`config.mk`:
```
export PLATFORM = sky130hd
export DESIGN_NAME = instr_encoder
export DESIGN_NICKNAME = d
export VERILOG_FILES = /design/src/rtl/instr_encoder.sv
export SDC_FILE = /design/constraint.sdc
export NUM_CORES = 1
export LEC_CHECK = 0
export ABC_AREA = 1
export BUFFER_PORTS_ARGS = -buffer_cell sky130_fd_sc_hd__clkbuf_2
export CORE_MARGIN = 2
export CORE_UTILIZATION = 40
export DETAILED_ROUTE_END_ITERATION = 6
export PLACE_DENSITY = 0.64
export SLEW_MARGIN = 10
export SYNTH_ARGS = -nofsm -noshare
export SYNTH_HDL_FRONTEND = slang
export SYNTH_SLANG_ARGS = --single-unit
```
`constraint.sdc`:
```
create_clock -name clk -period 2 [get_ports clk]
set_clock_uncertainty 0.2 [all_clocks]
set_input_delay 0.2 -clock clk [delete_from_list [all_inputs] [get_ports clk]]
set_output_delay 0.2 -clock clk [all_outputs]
set_load 0.02 [all_outputs]
```
`src/rtl/instr_encoder.sv`:
```
// RV32I instruction encoder: packs format/register/immediate descriptors
// into instruction words tagged with a sequential word address.
module instr_encoder #(
    parameter int unsigned           ADDR_WIDTH = 32,
    parameter logic [ADDR_WIDTH-1:0] BASE_ADDR  = '0
) (
    input  logic                  clk,
    input  logic                  rst_n,
    input  logic                  clear,
    input  logic                  in_valid,
    output logic                  in_ready,
    input  logic [2:0]            in_fmt,
    input  logic [4:0]            in_rd,
    input  logic [4:0]            in_rs1,
    input  logic [4:0]            in_rs2,
    input  logic [2:0]            in_funct3,
    input  logic [31:0]           in_imm,
    output logic                  out_valid,
    input  logic                  out_ready,
    output logic [31:0]           out_instr,
    output logic [ADDR_WIDTH-1:0] out_addr,
    output logic                  out_err,
    output logic [15:0]           err_count
);

    localparam logic [31:0] NOP = 32'h0000_0013;
    localparam logic [ADDR_WIDTH-1:0] STEP = ADDR_WIDTH'(4);

    logic is_i, is_ld, is_st, is_br, is_jal;
    logic fits12, fits13, fits21;
    logic legal;
    logic accept;
    logic [31:0] enc;

    logic                  valid_q, valid_d;
    logic [31:0]           instr_q, instr_d;
    logic [ADDR_WIDTH-1:0] addr_q, addr_d;
    logic [ADDR_WIDTH-1:0] next_q, next_d;
    logic                  err_q, err_d;
    logic [15:0]           cnt_q, cnt_d;

    assign is_i   = (in_fmt == 3'd0);
    assign is_ld  = (in_fmt == 3'd1);
    assign is_st  = (in_fmt == 3'd2);
    assign is_br  = (in_fmt == 3'd3);
    assign is_jal = (in_fmt == 3'd4);

    // An immediate fits N bits when everything above bit N-1 is sign copies.
    assign fits12 = (&in_imm[31:11]) | ~(|in_imm[31:11]);
    assign fits13 = (&in_imm[31:12]) | ~(|in_imm[31:12]);
    assign fits21 = (&in_imm[31:20]) | ~(|in_imm[31:20]);

    always_comb begin
        legal = 1'b0;
        enc   = NOP;
        unique case (1'b1)
            is_i: begin
                legal = fits12;
                enc   = {in_imm[11:0], in_rs1, in_funct3,
                         in_rd, 7'b0010011};
            end
            is_ld: begin
                legal = fits12;
                enc   = {in_imm[11:0], in_rs1, in_funct3,
                         in_rd, 7'b0000011};
            end
            is_st: begin
                legal = fits12;
                enc   = {in_imm[11:5], in_rs2, in_rs1, in_funct3,
                         in_imm[4:0], 7'b0100011};
            end
            is_br: begin
                legal = fits13 & ~in_imm[0];
                enc   = {in_imm[12], in_imm[10:5], in_rs2, in_rs1,
                         in_funct3, in_imm[4:1], in_imm[11],
                         7'b1100011};
            end
            is_jal: begin
                legal = fits21 & ~in_imm[0];
                enc   = {in_imm[20], in_imm[10:1], in_imm[11],
                         in_imm[19:12], in_rd, 7'b1101111};
            end
            default: begin
                legal = 1'b0;
                enc   = NOP;
            end
        endcase
        if (!legal) begin
            enc = NOP;
        end
    end

    assign in_ready = !clear && (!valid_q || out_ready);
    assign accept   = in_valid && in_ready;

    always_comb begin
        valid_d = valid_q;
        instr_d = instr_q;
        addr_d  = addr_q;
        next_d  = next_q;
        err_d   = err_q;
        cnt_d   = cnt_q;
        if (clear) begin
            valid_d = 1'b0;
            err_d   = 1'b0;
            addr_d  = BASE_ADDR;
            next_d  = BASE_ADDR;
        end else if (accept) begin
            valid_d = 1'b1;
            instr_d = enc;
            err_d   = !legal;
            addr_d  = next_q;
            next_d  = next_q + STEP;
            if (!legal && cnt_q != 16'hFFFF) begin
                cnt_d = cnt_q + 16'd1;
            end
        end else if (out_ready) begin
            valid_d = 1'b0;
        end
    end

    always_ff @(posedge clk or negedge rst_n) begin
        if (!rst_n) begin
            valid_q <= 1'b0;
            instr_q <= '0;
            addr_q  <= BASE_ADDR;
            next_q  <= BASE_ADDR;
            err_q   <= 1'b0;
            cnt_q   <= '0;
        end else begin
            valid_q <= valid_d;
            instr_q <= instr_d;
            addr_q  <= addr_d;
            next_q  <= next_d;
            err_q   <= err_d;
            cnt_q   <= cnt_d;
        end
    end

    assign out_valid = valid_q;
    assign out_instr = instr_q;
    assign out_addr  = addr_q;
    assign out_err   = err_q;
    assign err_count = cnt_q;

endmodule
```
======== Word-level counts from Yosys, hierarchy flattened ========
Cells that the tools add are included.
word-level totals
  word-level logic and storage cells ...... 54
  output and inout bits ................... 83
  input bits .............................. 58
  register bits ........................... 114
cells by class
  bitwise logic cells ..................... 10
  equal/unequal tests ..................... 5
  muxes and demuxes ....................... 12
  add/sub/neg operators ................... 2
  reduce and logical (&&, ||, !) cells .... 19
operators by type and width
  kind                                                              number
  32-bit two-way mux                                                5
  32-bit case mux with 5 select lines                               1
  32-bit by 3-bit adder with 32-bit output (second input constant)  1
  21-bit AND reduction                                              1
  21-bit OR reduction                                               1
  20-bit AND reduction                                              1
  20-bit OR reduction                                               1
  16-bit by 1-bit adder with 16-bit output (second input constant)  1
  16-bit inequality test (second input constant)                    1
  12-bit AND reduction                                              1
  12-bit OR reduction                                               1
  3-bit by 2-bit == test with 1-bit output (second input constant)  2
  1-bit two-way mux                                                 5
  1-bit inverter                                                    5
  3-bit by 1-bit == test with 1-bit output (second input constant)  1
  3-bit == test (second input constant)                             1
  1-bit logical AND                                                 3
  1-bit logical NOT                                                 3
  3-bit logical NOT                                                 1
  1-bit bitwise OR                                                  3
  1-bit case mux with 3 select lines                                1
  3-bit AND reduction                                               1
  3-bit nonzero test                                                1
  3-bit OR reduction                                                1
  4 further kinds                                                   5

======== Logic depth before layout (Yosys ltp) ========
Gate-level depths: netlist of run 1.
  depth after elaboration ................. 8
  gate-level depth with buffers ........... 13
  depth with buffers taken out ............ 12

======== Least setup slack after synthesis of run 1 ========
No wires, ideal clock.
  path kind ............................... flip-flop to flip-flop
  start ................................... register cnt_q[0] (netlist: err_count[0])
  end ..................................... register cnt_q[7] (netlist: err_count[7])
  setup slack ............................. 0.032 ns
  clock period less this slack ............ 1.968 ns
  arrival time ............................ 1.652 ns
  buffers on the path ..................... 1
  required time ........................... 1.683 ns
  stages on the path, launching flop included .. 10
  setup time .............................. 0.117 ns
  cell sequence ........................... dfrtp_1 ha_1 nand3_2 nor3_4 nand4_2 nand3_4 nor2_8 buf_8 nand2_1 nand2_1
on the way
  word-level cells in the longest chain between the ends .. 3
  elaborated cells on any way between the ends .. 4
  those cells by class .................... 1 x add/sub; 1 x eq/ne; 2 x reduce/logical
RTL lines
  what                                                                                              line  text
  start: declaration                                                                                40    logic [15:0] cnt_q, cnt_d;
  start signal: assignment                                                                          136   cnt_q <= cnt_d;
  parallel branches: the longest is 3 deep, another holds 16-bit by 1-bit adder with 16-bit output  n/a
Parallel ways; which one is timed is not known.
A chain may end at the register's enable or synchronous reset.

======== Worst setup path after layout of run 1 ========
  start ................................... register next_q[3]
  end ..................................... register next_q[22]
on the way
  word-level cells in the longest chain between the ends .. 3
RTL lines
  what                                      line  text
  start: declaration                        38    logic [ADDR_WIDTH-1:0] next_q, next_d;
  start signal: assignment                  134   next_q <= next_d;
  32-bit by 3-bit adder with 32-bit output  113   next_d = next_q + STEP;
  32-bit two-way mux                        108   end else if (accept) begin
  32-bit two-way mux                        103   if (clear) begin
No other way between the ends. The select of a mux whose other input is x is not followed.

==> impl_metrics.yaml, run 1 <==
drt:
  routed_via_density: 4.93
  wl_per_cell_um: 13.9
  initialDrtViolationCount: 273
  firstDrtPassIters: 5
  ant_nets: 0
  drc: 0
  num_vias: 5508
  drt-total-wl_mm: 15.5
grt:
  grt-ovfl-total: 0
  grt_usage: 0.202
  antenna_found_initial: 0
  grt_pass1_wl_mm: 25.6
  grt_max_degree: 50
  grt_pass1_vias: 5102
clock_tree:
  worstSkewPairLatency_ns: 0.36
  clockBufferDepth: 2
  cts_tree: "built"
  htree_levels: 3
  clock-sinks: 109
  cts_root_buf: "clkbuf_16"
  clkTransAtPathRegs_ns: 0.07
  cts-buffers-inserted: 9
setup_path:
  cp_max_fo: 4
  path_cells: "ha_2 > nand3_2 > nor2_2 > nand3_2 > nor2_4 > nand2_2 > nor2_4 > nand2_1 > nand3_1 > o21ai_1"
  critical_path_required_ns: 2.05
  worstSetupPathType: "flop to flop"
  slowest_delay_ns: 0.39
  critPathTopFamily: "simple AND/OR/NAND/NOR gates"
  cp-end-kind: "flop"
  critPathBufInv: 0
  crit_arrival_ns: 1.94
  cpMaxStageDelayCell: "dfrtp_1"
  cp-start-kind: "flop"
power_and_ir_drop:
  leakage_nw: 3.77
  intPower_mw: 3.52
  peakVddDrop_mv: 0.523
  finalPower_mw: 4.80
  p_seq_frac: 0.481
  powerDensity_nw_per_um2: 650
  switching_share: 0.266
  clockPowerShare: 0.393
  p_comb_frac: 0.126
  power.switching_mw: 1.28
yosys:
  synth_area_um2: 5810
  yosysTopAreaCellShare: 0.470
  syn-num-nets: 815
  synth.area.top_cells: "dfrtp_1 (47%), nand2_1 (16%), o21ai_0 (4.9%), inv_1 (4.7%), nor2_1 (4.5%)"
  syn_avg_cell_area_um2: 7.69
  synth.distinct_cells: 42
  synth_seq_cells: 109
  synth_ff_type: "dfrtp_1"
  synth_top_cell_by_area: "dfrtp_1"
  syn_inst: 755
  synth-edff-count: 0
  ys_seq_area_frac: 0.470
  synth_warnings: 0
  async_reset_ff_frac: 1.00
sta:
  fin_crit_sh: 0.945
  relSlewSlack: 0.673
  min_period_ns: 1.89
  worst_pin_slew_ns: 0.490
  rsz0062_at_grt: "true"
  fmax_mhz: 529
  whs_ns: 0.0101
  finalHoldViolations: 0
  setup_viol: 0
  slew_violations: 0
layout:
  multi_input_area_um2: 2680
  drive_gt1_frac: 0.253
  diodes: 0
  fill_cells: 1435
  most-common-layout-cells: "nand2_1 (248), clkbuf_2 (139), dfrtp_1 (109), inv_1 (72), nor2_1 (68)"
  layout_commonest_cell: "nand2_1"
  regArea_um2: 2730
  syn_to_final_growth_pct: 27.1
  final_nets: 989
floorplan:
  fp.dieH_um: 124
  initial_core_util: 0.404
  coreArea_um2: 14400
  pin_count: 141
  die-area_um2: 15500
  placementRows: 44
  die_w_um: 124
worst_hold_path:
  min-delay-path-class: "primary input to flop"
placed_design:
  routabilityCongestion: 0.862
  dp_hpwl_mm: 11.3
  io_buffers: 140
run:
  drv_cap: 0
outcome:
  outcome: "completed"
cell type report:
class | instances | area share
clock buffer | 12 | 0.0348
multi-input combinational | 543 | 0.364
tap | 184 | 0.0312
inverter | 78 | 0.0397
clock inverter | 4 | 0.00746
sequential | 109 | 0.370
timing repair buffer | 188 | 0.153
what timing repair did:
action / in CTS / in global routing
buffers inserted: 0 / 5
resized for setup: 0 / 14
hold endpoints to repair: 125 / 0
setup endpoints to repair: 0 / 24
hold buffers: 17 / 0
kinds of logic (layout without fill, tap and decap cells):
| family | Yosys count | in the layout | synth area share |
|---|---|---|---|
| XOR/XNOR | 14 | 14 | 0.0211 |
| AND/OR/NAND/NOR | 433 | 434 | 0.334 |
| adder cells (fa/ha/maj) | 2 | 2 | 0.00431 |
| AO/OA/AOI/OAI | 93 | 93 | 0.0903 |
| buffers and inverters | 104 | 282 | 0.0800 |
| flip-flops | 109 | 109 | 0.470 |
metal layers:
metal  GRT usage  up-vias  share of wire  wire [um]
met3      0.0524       23          0.051        795
met5           0        -              0          0
met2       0.331      145           0.48       7490
met4      0.0588        0          0.018        275
li1            -     2778              -          -
met1       0.265     2562           0.45       6940
state kept, by name (all words and copies together), names as in the netlist:
| name | cells |
|---|---|
| out_addr | 31 |
| out_err | 1 |
| out_instr | 30 |
| err_count | 16 |
| out_valid | 1 |
| next_q | 30 |
path summary, 6_finish.rpt:
kind,start,end,slack [ns],depth (start not counted)
max reg2reg,next_q[3],next_q[22],0.11,10
min,in_rd[2],out_instr[9],0.01,5
max,next_q[3],next_q[22],0.11,10
max in group asynchronous,rst_n,out_instr[11],0.94,3
min in group asynchronous,rst_n,out_addr[9],0.11,2
min reg2reg,out_instr[20],out_instr[20],0.28,2
cell usage after synthesis (3+ instances only):
cell,number
a21oi_1,12
nand4_1,12
nand2_2,3
nor2_2,7
a22o_1,5
nand3_2,12
buf_4,5
o21ai_0,57
dfrtp_1,109
xnor2_1,4
o21ai_1,4
buf_2,10
clkbuf_1,6
o211ai_1,3
nor2_1,70
nand2_1,250
nor3_1,20
xor2_1,10
nand3_1,48
inv_2,6
inv_1,72
power by group through the flow:
| stage | Combinational (mW) | Clock (mW) | Sequential [mW] |
|---|---|---|---|
| 6_report | 0.604 | 1.88 | 2.31 |
| 3_3_place_gp | 0.550 | 0 | 2.35 |
| 2_1_floorplan | 0.248 | 0 | 2.40 |
| 4_1_cts | 0.579 | 1.94 | 2.31 |
| 5_1_grt | 0.674 | 2.03 | 2.32 |
| 3_5_place_dp | 0.552 | 0 | 2.35 |
per-stage QoR:
step / setup TNS [ns] / std cells / instance area (um2) / util / setup WS [ns]
global route: -0.108 / 1118 / 7380 / 0.513 / -0.0309
global placement: 0 / 1079 / 6790 / 0.472 / 0.110
CTS: 0 / 1112 / 7270 / 0.506 / 0.00918
finish: 0 / 1118 / 7380 / 0.513 / 0.110
floorplan: 0 / 755 / 5810 / - / 0.0315
detailed placement: 0 / 1079 / 6790 / 0.472 / 0.0248
worst reg2reg max path, cell delays in order, from the launching register on:
cell and delay, ns:
dfrtp_1 0.39, ha_2 0.20, nand3_2 0.09, nor2_2 0.16, nand3_2 0.13, nor2_4 0.16, nand2_2 0.09, nor2_4 0.15
nand2_1 0.08, nand3_1 0.07, o21ai_1 0.06
(Power assumes the default switching activity.)
==> run 2: changes to the inputs <==
--- a/config.mk
+++ b/config.mk
@@ -8,9 +8,9 @@
 export ABC_AREA = 1
 export BUFFER_PORTS_ARGS = -buffer_cell sky130_fd_sc_hd__clkbuf_2
 export CORE_MARGIN = 2
-export CORE_UTILIZATION = 40
+export CORE_UTILIZATION = 35
 export DETAILED_ROUTE_END_ITERATION = 6
-export PLACE_DENSITY = 0.64
+export PLACE_DENSITY = 0.57
 export SLEW_MARGIN = 10
 export SYNTH_ARGS = -nofsm -noshare
 export SYNTH_HDL_FRONTEND = slang
==> run 2 against run 1 <==
  * Combinational power increased by 3%
  * Register-to-register slack is essentially flat
  * Clock power shrank 7%
  * Cell count rose by 3.7%
  * Utilization is 5.7 points lower
  * Critical path depth is 2 lower
  * Highest routed layer unchanged
==> impl_metrics.yaml, run 2 (synthesized netlist as in run 1, its figures left out) <==
drt:
  num_vias: 5403
  ant_nets: 0
  routed_via_density: 4.66
  firstDrtPassIters: 5
  drt-total-wl_mm: 15.6
  drc: 0
  wl_per_cell_um: 13.5
  initialDrtViolationCount: 248
layout:
  multi_input_area_um2: 2690
  layout_commonest_cell: "nand2_1"
  diodes: 0
  regArea_um2: 2730
  most-common-layout-cells: "nand2_1 (248), clkbuf_2 (139), dfrtp_1 (109), inv_1 (72), nor2_1 (68)"
  fill_cells: 1660
  largest_reg_flops: 31
  syn_to_final_growth_pct: 28.9
  drive_gt1_frac: 0.253
  final_nets: 995
  final_cells: 1159
grt:
  grt_max_degree: 41
  antenna_found_initial: 0
  grt_usage: 0.184
  grt_pass1_wl_mm: 26.3
  grt-ovfl-total: 0
  grt_pass1_vias: 5235
sta:
  setup_viol: 0
  min_period_ns: 1.90
  fin_crit_sh: 0.949
  finalHoldViolations: 0
  slew_violations: 0
  fmax_mhz: 527
  relSlewSlack: 0.683
  worst_pin_slew_ns: 0.476
  whs_ns: 0.0140
  rsz0062_at_grt: "true"
worst_hold_path:
  min-delay-path-class: "primary input to flop"
outcome:
  outcome: "completed"
power_and_ir_drop:
  intPower_mw: 3.35
  leakage_nw: 3.79
  p_seq_frac: 0.493
  peakVddDrop_mv: 0.689
  switching_share: 0.282
  clockPowerShare: 0.374
  p_comb_frac: 0.133
  powerDensity_nw_per_um2: 623
  power.switching_mw: 1.31
floorplan:
  placementRows: 47
  pin_count: 141
  fp.dieH_um: 133
  die_w_um: 133
  initial_core_util: 0.354
  die-area_um2: 17600
  coreArea_um2: 16400
clock_tree:
  clock-sinks: 109
  cts_root_buf: "clkbuf_16"
  cts_tree: "built"
  cts-buffers-inserted: 9
  clockBufferDepth: 2
  clkTransAtPathRegs_ns: 0.08
  worstSkewPairLatency_ns: 0.36
  htree_levels: 3
placed_design:
  io_buffers: 140
  dp_hpwl_mm: 11.4
  placed_cells: 1119
  routabilityCongestion: 0.888
setup_path:
  critical_path_required_ns: 2.08
  cpMaxStageDelayCell: "dfrtp_1"
  path_cells: "buf_4 > nand3_2 > or2_2 > nor2_2 > nand3_2 > nor2_1 > a21oi_1 > a21oi_1"
  cp_max_fo: 4
  cp-start-kind: "flop"
  critPathTopFamily: "simple AND/OR/NAND/NOR gates"
  worstSetupPathType: "flop to flop"
  cp-end-kind: "flop"
  critPathBufInv: 1
  crit_arrival_ns: 1.98
  slowest_delay_ns: 0.38
run:
  drv_cap: 0
-- run 2: cell count changes in the layout (fill, tap and decap cells not counted), sizes merged --
| cell | delta |
|---|---|
| clkbuf | -3 |
| nand4 | -1 |
| clkinvlp | -1 |
| dlygate4sd3 | +5 |
| inv | +2 |
| bufinv | -1 |
| clkinv | +2 |
| buf | +2 |
-- run 2: final cells by class --
cell class | count | share of cell area
well taps | 220 | 0.0368
clock buffers | 9 | 0.0301
multi-input cells | 542 | 0.359
repair buffers | 195 | 0.163
clock inverters | 6 | 0.00735
flip-flops and latches | 109 | 0.364
inverters | 78 | 0.0393
-- run 2: final timing paths --
path,end,slack (ns),from,cells after the start
setup / recovery,next_q[13],0.10,next_q[2],8
setup reg to reg,next_q[13],0.10,next_q[2],8
max in group asynchronous,out_addr[21],0.93,rst_n,3
hold reg to reg,out_addr[24],0.28,out_addr[24],2
min in group asynchronous,out_addr[9],0.14,rst_n,2
hold / removal,out_valid,0.01,clear,3
-- run 2: what timing repair did --
item / in CTS / in global routing
endpoints found under the setup margin: 4 / 25
hold endpoints to repair: 121 / 0
pin swaps: 0 / 5
gates resized for setup: 2 / 16
setup buffers: 0 / 3
hold buffers: 22 / 0
-- run 2: tightest hold or removal path: cells and delay by family --
family / cells / cell delay, ns
buf+inv: 2 / 0.28
simple gates: 1 / 0.06
-- run 2: per-layer routing --
layer	vias up	share of wire	track usage
met5	-	0	0
met4	0	0.017	0.0478
met3	21	0.052	0.0517
met2	131	0.47	0.295
met1	2468	0.46	0.245
li1	2783	-	-
-- run 2: per-stage QoR --
stage / TNS, ns / setup slack [ns] / total power [mW] / util / cell area [um2]
after floorplan: 0 / 0.0315 / 2.64 / - / 5810
after global placement: 0 / 0.0654 / 2.93 / 0.420 / 6890
after detailed placement: -0.0450 / -0.0266 / 2.93 / 0.420 / 6890
after CTS: 0 / 0.0560 / 4.73 / 0.451 / 7400
after global routing: -0.0187 / -0.0122 / 4.89 / 0.456 / 7490
final: 0 / 0.101 / 4.67 / 0.456 / 7490
-- run 2: power by group through the flow --
stage	registers, mW	logic [mW]	clock network [mW]
after detailed placement	2.34	0.586	0
final	2.30	0.621	1.74
after CTS	2.30	0.619	1.81
after global routing	2.31	0.695	1.89
after global placement	2.34	0.583	0
after floorplan	2.40	0.248	0
